$ cat src/rtl/div_pkg.sv
// Shared definitions for the 8-bit sequential restoring divider.
// Holds operand width, iteration count and the controller state type.
package div_pkg;

    localparam int DIV_W    = 8;
    localparam int DIV_ITER = 8;

    typedef enum logic [1:0] {
        IDLE = 2'd0,
        RUN  = 2'd1,
        DONE = 2'd2
    } state_t;

endpackage

$ cat src/rtl/sub_8bit.sv
// Trial subtractor: 9-bit minuend minus 8-bit subtrahend, lookahead carries.
// Ports: i_min[8:0], i_sub[7:0] -> o_diff[7:0] (low bits), o_borrow.
module sub_8bit (
    input  logic [8:0] i_min,
    input  logic [7:0] i_sub,
    output logic [7:0] o_diff,
    output logic       o_borrow
);

    logic [8:0] w_nb;
    logic [8:0] w_g;
    logic [8:0] w_p;
    logic [9:0] w_c;
    logic       w_t;

    // Subtract as i_min + ~sub + 1; every carry is expanded directly from
    // generate/propagate terms and the carry-in instead of rippling.
    always_comb begin
        w_nb = ~{1'b0, i_sub};
        w_g  = i_min & w_nb;
        w_p  = i_min ^ w_nb;
        w_c  = '0;
        w_t  = 1'b0;
        w_c[0] = 1'b1;
        for (int i = 0; i < 9; i++) begin
            w_c[i+1] = w_g[i];
            w_t      = w_p[i];
            for (int j = i - 1; j >= 0; j--) begin
                w_c[i+1] = w_c[i+1] | (w_t & w_g[j]);
                w_t      = w_t & w_p[j];
            end
            w_c[i+1] = w_c[i+1] | w_t;
        end
        o_diff   = w_p[7:0] ^ w_c[7:0];
        o_borrow = ~w_c[9];
    end

endmodule

$ cat src/rtl/seq_div_8bit.sv
// Sequential 8-bit unsigned restoring divider, one quotient bit per clock.
// Ports: clk, rst (sync, active-high), Start, A, B in; Q, R, Busy, Done out;
// Err out only when DIV_ZERO_ERR_EN is defined (B=0 short-cut to DONE).
module seq_div_8bit
    import div_pkg::*;
(
    input  logic       clk,
    input  logic       rst,
    input  logic       Start,
    input  logic [7:0] A,
    input  logic [7:0] B,
    output logic [7:0] Q,
    output logic [7:0] R,
    output logic       Busy,
    output logic       Done
`ifdef DIV_ZERO_ERR_EN
    ,
    output logic       Err
`endif
);

    state_t     r_state;
    state_t     w_next;
    logic [2:0] r_cnt;
    logic [7:0] r_a;
    logic [7:0] r_b;
    logic [7:0] r_rem;
    logic [6:0] r_quo;
    logic [7:0] r_q;
    logic [7:0] r_r;
    logic       w_zero;
    logic       w_last;
    logic [8:0] w_min;
    logic [7:0] w_diff;
    logic       w_borrow;
    logic [7:0] w_rem_nxt;
    logic [7:0] w_quo_nxt;

`ifdef DIV_ZERO_ERR_EN
    logic       r_err;
    assign w_zero = (B == 8'd0);
    assign Err    = r_err;
`else
    assign w_zero = 1'b0;
`endif

    assign w_last = (r_cnt == 3'(DIV_ITER - 1));

    // Partial remainder shifted left with the next dividend bit appended.
    assign w_min = {r_rem, r_a[DIV_W-1]};

    sub_8bit u_sub (
        .i_min    (w_min),
        .i_sub    (r_b),
        .o_diff   (w_diff),
        .o_borrow (w_borrow)
    );

    // On borrow the shifted value is kept; it is below B so fits 8 bits.
    assign w_rem_nxt = w_borrow ? w_min[7:0] : w_diff;
    assign w_quo_nxt = {r_quo, ~w_borrow};

    always_ff @(posedge clk) begin
        if (rst) begin
            r_state <= IDLE;
        end else begin
            r_state <= w_next;
        end
    end

    always_comb begin
        w_next = r_state;
        unique case (r_state)
            IDLE: begin
                if (Start) begin
                    w_next = w_zero ? DONE : RUN;
                end
            end
            RUN: begin
                if (w_last) begin
                    w_next = DONE;
                end
            end
            DONE:    w_next = IDLE;
            default: w_next = IDLE;
        endcase
    end

    always_comb begin
        Busy = (r_state != IDLE);
        Done = (r_state == DONE);
    end

    always_ff @(posedge clk) begin
        if (rst) begin
            r_cnt <= '0;
            r_a   <= '0;
            r_b   <= '0;
            r_rem <= '0;
            r_quo <= '0;
            r_q   <= '0;
            r_r   <= '0;
`ifdef DIV_ZERO_ERR_EN
            r_err <= 1'b0;
`endif
        end else begin
            unique case (r_state)
                IDLE: begin
                    if (Start) begin
                        r_a   <= A;
                        r_b   <= B;
                        r_rem <= '0;
                        r_quo <= '0;
                        r_cnt <= '0;
`ifdef DIV_ZERO_ERR_EN
                        r_err <= w_zero;
                        if (w_zero) begin
                            r_q <= 8'hFF;
                            r_r <= A;
                        end
`endif
                    end
                end
                RUN: begin
                    r_a   <= {r_a[6:0], 1'b0};
                    r_rem <= w_rem_nxt;
                    r_quo <= w_quo_nxt[6:0];
                    r_cnt <= r_cnt + 3'd1;
                    // Outputs only change with the final step.
                    if (w_last) begin
                        r_q <= w_quo_nxt;
                        r_r <= w_rem_nxt;
                    end
                end
                default: begin
                end
            endcase
        end
    end

    assign Q = r_q;
    assign R = r_r;

endmodule
$ cat config.mk
export PLATFORM = sky130hd
export DESIGN_NAME = seq_div_8bit
export DESIGN_NICKNAME = d
export VERILOG_FILES = /design/src/rtl/div_pkg.sv /design/src/rtl/sub_8bit.sv /design/src/rtl/seq_div_8bit.sv
export SDC_FILE = /design/constraint.sdc
export NUM_CORES = 1
export LEC_CHECK = 0
export CAP_MARGIN = 0
export CELL_PAD_IN_SITES_DETAIL_PLACEMENT = 1
export CELL_PAD_IN_SITES_GLOBAL_PLACEMENT = 2
export CORE_ASPECT_RATIO = 1.2
export CORE_MARGIN = 3
export CORE_UTILIZATION = 31
export CTS_CLUSTER_SIZE = 28
export DETAILED_ROUTE_END_ITERATION = 8
export PLACE_DENSITY_LB_ADDON = 0.1
export SLEW_MARGIN = 0
export SYNTH_ARGS = -nofsm -noshare
export SYNTH_HDL_FRONTEND = slang
export SYNTH_SLANG_ARGS = --single-unit
$ cat constraint.sdc
create_clock -name clk -period 2.95 [get_ports clk]
set_input_delay 0.295 -clock clk [delete_from_list [all_inputs] [get_ports clk]]
set_output_delay 0.295 -clock clk [all_outputs]
set_load 0.01 [all_outputs]
==> impl_results.html <==
<table>
<tr><th>Metric</th><th>Value</th></tr>
<tr><th colspan="2">Die</th></tr>
<tr><td>Initial Utilization</td><td>0.325</td></tr>
<tr><td>Top Ports</td><td>37</td></tr>
<tr><td>Number of standard-cell rows in the floorplan</td><td>34</td></tr>
<tr><td>Overall die area</td><td>around 8800 µm²</td></tr>
<tr><td>Floorplan die width</td><td>roughly 86 µm</td></tr>
<tr><td>Placeable core area</td><td>roughly 7400 µm²</td></tr>
<tr><td>Die span in y</td><td>approximately 100 µm</td></tr>
<tr><th colspan="2">Timing</th></tr>
<tr><td>Final-report setup violation count</td><td>0</td></tr>
<tr><td>Least-Margin Pin Slew</td><td>roughly 0.97 ns</td></tr>
<tr><td>Final period utilization</td><td>0.792</td></tr>
<tr><td>Least setup slack across all paths after layout</td><td>between 0.6 and 0.7 ns</td></tr>
<tr><td>Final-layout worst hold slack</td><td>approximately 0.46 ns</td></tr>
<tr><td>Slew Limit Fails</td><td>0</td></tr>
<tr><td>Setup Skew</td><td>0.00948 ns</td></tr>
<tr><td>Number of failing hold endpoints at the final stage</td><td>0</td></tr>
<tr><td>Final critical-path required period</td><td>2.34 ns</td></tr>
<tr><td>Relative slew slack</td><td>0.356</td></tr>
<tr><td>Peak clock frequency supported by timing</td><td>~430 MHz</td></tr>
<tr><td>Final total negative setup slack</td><td>0 ns</td></tr>
<tr><td>Unrepaired setup endpoints after global routing</td><td>no</td></tr>
<tr><th colspan="2">Clock network</th></tr>
<tr><td>Buffer count from post-CTS setup fixing</td><td>0</td></tr>
<tr><td>Number of buffers inserted during clock tree synthesis</td><td>5</td></tr>
<tr><td>Cells resized by post-CTS repair</td><td>0</td></tr>
<tr><td>Clock latency of the later-clocked register in the worst-skew pair</td><td>approximately 0.31 ns</td></tr>
<tr><td>H-tree Lvls</td><td>2</td></tr>
<tr><td>Root cell of the clock tree</td><td>sky130_fd_sc_hd__clkbuf_8</td></tr>
<tr><td>Number of buffers between clock root and the deepest sink</td><td>2</td></tr>
<tr><td>TritonCTS clock tree</td><td>yes</td></tr>
<tr><td>Number of sinks driven by the clock tree</td><td>52</td></tr>
<tr><td>Hold_buf cts</td><td>0</td></tr>
<tr><td>Clock transition at the register clock pins on the worst setup and hold paths after CTS</td><td>0.10 ns</td></tr>
<tr><th colspan="2">Power</th></tr>
<tr><td>Internal cell power</td><td>between 0.001 and 0.0015 W</td></tr>
<tr><td>Net switching power figure</td><td>0.000477 W</td></tr>
<tr><td>Power per cell area</td><td>about 600 nW/µm²</td></tr>
<tr><td>Reg power frac</td><td>0.414</td></tr>
<tr><td>Combinational share of power</td><td>0.215</td></tr>
<tr><td>Switching portion of total power</td><td>0.264</td></tr>
<tr><td>Highest ir drop seen on vdd</td><td>0.267 mV</td></tr>
<tr><td>Proportion of power drawn by the clock network</td><td>0.370</td></tr>
<tr><td>Total leakage power</td><td>between 1 and 1.5 nW</td></tr>
<tr><th colspan="2">Finish</th></tr>
<tr><td>Cell area after layout</td><td>about 3000 µm²</td></tr>
<tr><td>Non-filler instance count after layout</td><td>about 420</td></tr>
<tr><td>Area grow syn2layout</td><td>25.7%</td></tr>
<tr><td>Fraction of layout instances using a drive strength above 1</td><td>0.0703</td></tr>
<tr><td>Total number of nets in the final design</td><td>about 360</td></tr>
<tr><td>Count of antenna diodes in the layout</td><td>0</td></tr>
<tr><th colspan="2">Hold path</th></tr>
<tr><td>Kind of path behind the tightest hold check</td><td>reg2reg</td></tr>
<tr><th colspan="2">Outcome</th></tr>
<tr><td>Result of the run</td><td>complete, no violations</td></tr>
<tr><th colspan="2">Logic synthesis</th></tr>
<tr><td>Netlist cell types</td><td>36</td></tr>
<tr><td>Syn nets</td><td>around 320</td></tr>
<tr><td>Synthesized instance count</td><td>between 200 and 300</td></tr>
<tr><td>Number of synthesized register bits</td><td>52</td></tr>
<tr><td>Share of the yosys chip area belonging to registers</td><td>0.435</td></tr>
<tr><td>Post-Syn Area</td><td>2390 µm²</td></tr>
<tr><td>Syn_area_per_cell</td><td>about 8.2 µm²</td></tr>
<tr><td>Syn. warnings</td><td>0</td></tr>
<tr><th colspan="2">Placed design</th></tr>
<tr><td>Cell area reported after detailed placement</td><td>about 2800 µm²</td></tr>
<tr><td>Final Wtd Congestion</td><td>around 0.78</td></tr>
<tr><td>Setup Slack @ Placement</td><td>between 0.6 and 0.7 ns</td></tr>
<tr><td>Port Buffer Count</td><td>36</td></tr>
<tr><td>Detailed-placement wirelength estimate</td><td>between 4000 and 5000 µm</td></tr>
<tr><td>Instance count after placement with tap cells included</td><td>between 400 and 500</td></tr>
<tr><th colspan="2">Critical path</th></tr>
<tr><td>Cell with the largest stage delay on the worst path</td><td>sky130_fd_sc_hd__dfxtp_1</td></tr>
<tr><td>CP Launch Type</td><td>flop</td></tr>
<tr><td>Category of the worst setup path capture point</td><td>flop</td></tr>
<tr><td>Delay of the slowest cell on the worst path</td><td>around 0.37 ns</td></tr>
<tr><td>Worst Path Max Fanout</td><td>6</td></tr>
<tr><td>Setup Crit Path Kind</td><td>reg2reg</td></tr>
<tr><td>Crit path DAT</td><td>2.57 ns</td></tr>
<tr><td>Chain of cells forming the critical path</td><td>inv_1 &gt; ha_1 &gt; o21a_4 &gt; o2111ai_4 &gt; a21oi_2 &gt; a2111oi_4 &gt; buf_4 &gt; mux2_2 &gt; o21ai_0</td></tr>
<tr><td>Required time at the worst-slack endpoint</td><td>approximately 3.2 ns</td></tr>
<tr><th colspan="2">Global routing</th></tr>
<tr><td>Met1 layer usage reported by global route</td><td>0.166</td></tr>
<tr><td>GR Layer Usage met2</td><td>0.280</td></tr>
<tr><td>Aggregate global-route resource usage</td><td>0.147</td></tr>
<tr><td>Maximum number of pins on one net before global-route repair</td><td>27</td></tr>
<tr><td>Global route hottest layer</td><td>met2</td></tr>
<tr><td>Gr ovfl total</td><td>0</td></tr>
<tr><td>Met3 demand-to-capacity share in global routing</td><td>0.0194</td></tr>
<tr><td>Via count of the first global-routing pass</td><td>between 2,000 and 2,500</td></tr>
<tr><td>Antenna violations before repair</td><td>0</td></tr>
<tr><td>Global-route wire length before repair</td><td>between 10,000 and 15,000 µm</td></tr>
<tr><th colspan="2">Route</th></tr>
<tr><td>WL/cell</td><td>between 10 and 15 µm</td></tr>
<tr><td>Pre-Repair DR Iteration Count</td><td>4</td></tr>
<tr><td>Final WL</td><td>6200 µm</td></tr>
<tr><td>Via total after detailed routing</td><td>~2,100</td></tr>
<tr><td>Initial detailed-routing violation count</td><td>slightly above 50</td></tr>
<tr><td>DRC viols</td><td>0</td></tr>
<tr><td>Vias per std cell</td><td>about 5.0</td></tr>
<tr><td>Remaining antenna violation count</td><td>0</td></tr>
<tr><th colspan="2">Run</th></tr>
<tr><td>Count of maximum capacitance violations</td><td>0</td></tr>
</table>
==> metrics by stage <==
stage / utilization / total power [W]
after floorplan: - / 0.00105
after global placement: 0.387 / 0.00115
after detailed placement: 0.387 / 0.00116
after CTS: 0.409 / 0.00184
after global routing: 0.409 / 0.00190
final: 0.409 / 0.00181
==> cells by family after synthesis <==
kind of cell    share of synthesized area
compound gates                      0.201
mux                                0.0256
buf+inv                            0.0492
xor+xnor                           0.0146
simple gates                        0.217
fa+ha+maj                          0.0575
flops                               0.435
==> state kept, by name, summed over array words and instances, names as in the netlist <==
name	flops
r_rem	8
R	8
r_a	8
Q	8
r_b	8
r_quo	7
r_cnt	3
r_state	2
==> layout by cell type, fill, tap and decap left out, drive strengths merged, types with 8 or more instances in the layout <==
master	n
nand2	70
o21ai	9
nor2	22
inv	11
nand3	13
clkdlybuf4s50	36
ha	11
a21oi	33
buf	8
dfxtp	52
==> cells in the mapped netlist, drive strengths merged <==
library cell | number | area share
nor3 | 5 | 0.010
buf | 2 | 0.0068
a21boi | 1 | 0.0031
a211oi | 7 | 0.022
or3 | 1 | 0.0026
nor2b | 2 | 0.0052
o32a | 1 | 0.0042
mux2 | 1 | 0.0047
nand2 | 70 | 0.11
ha | 11 | 0.058
inv | 11 | 0.017
a211o | 1 | 0.0042
o21bai | 1 | 0.0031
clkbuf | 16 | 0.025
dfxtp | 52 | 0.44
nor2 | 22 | 0.035
nand3 | 13 | 0.027
xor2 | 2 | 0.0073
xnor2 | 2 | 0.0073
a21o | 2 | 0.0063
o2111ai | 1 | 0.011
and2 | 2 | 0.0052
a311oi | 7 | 0.026
mux2i | 5 | 0.021
nand2b | 4 | 0.010
a21oi | 33 | 0.075
a22oi | 1 | 0.0031
o21a | 3 | 0.013
nor3b | 2 | 0.0063
nor4 | 2 | 0.0052
o21ai | 9 | 0.019
a2111oi | 1 | 0.012
==> routing by layer <==
layer  vias to the layer above  wire (µm)
met5                         -          0
met4                         0         83
met3                         7        133
met2                        21       3330
met1                       990       2660
li1                       1060          -
==> area by class of cell <==
cell class	count	area [µm²]
Clock buffer	5	68.8
Clock inverter	3	90.1
Fill cell	891	4350
Inverter	11	41.3
Multi-Input combinational cell	212	1230
Sequential cell	52	1040
Tap cell	90	113
Timing Repair Buffer	44	420
==> worst paths after layout <==
kind	from	to	slack [ns]	depth (start not counted)
min reg2reg	Q[7]	Q[7]	0.46	2
max	r_a[7]	r_rem[0]	0.61	9
min	Q[7]	Q[7]	0.46	2
max reg2reg	r_a[7]	r_rem[0]	0.61	9
==> critical path, delay by kind of cell (launching register included) <==
family                     cells  cell delay [ns]
muxes                          1             0.33
AOI/OAI and AO/OA              5             0.93
adders and majority gates      1             0.34
buffers and inverters          2             0.30
DFF                            1             0.37
==> power by group through the flow <==
stage	Clock, W	Combinational (W)	Sequential, W
CTS	0.000689	0.000397	0.000749
floorplan	0	0.000290	0.000760
global route	0.000715	0.000436	0.000754
global placement	0	0.000390	0.000765
finish	0.000670	0.000389	0.000749
detailed placement	0	0.000395	0.000765
No activity file was read; power rests on OpenSTA's default activity.
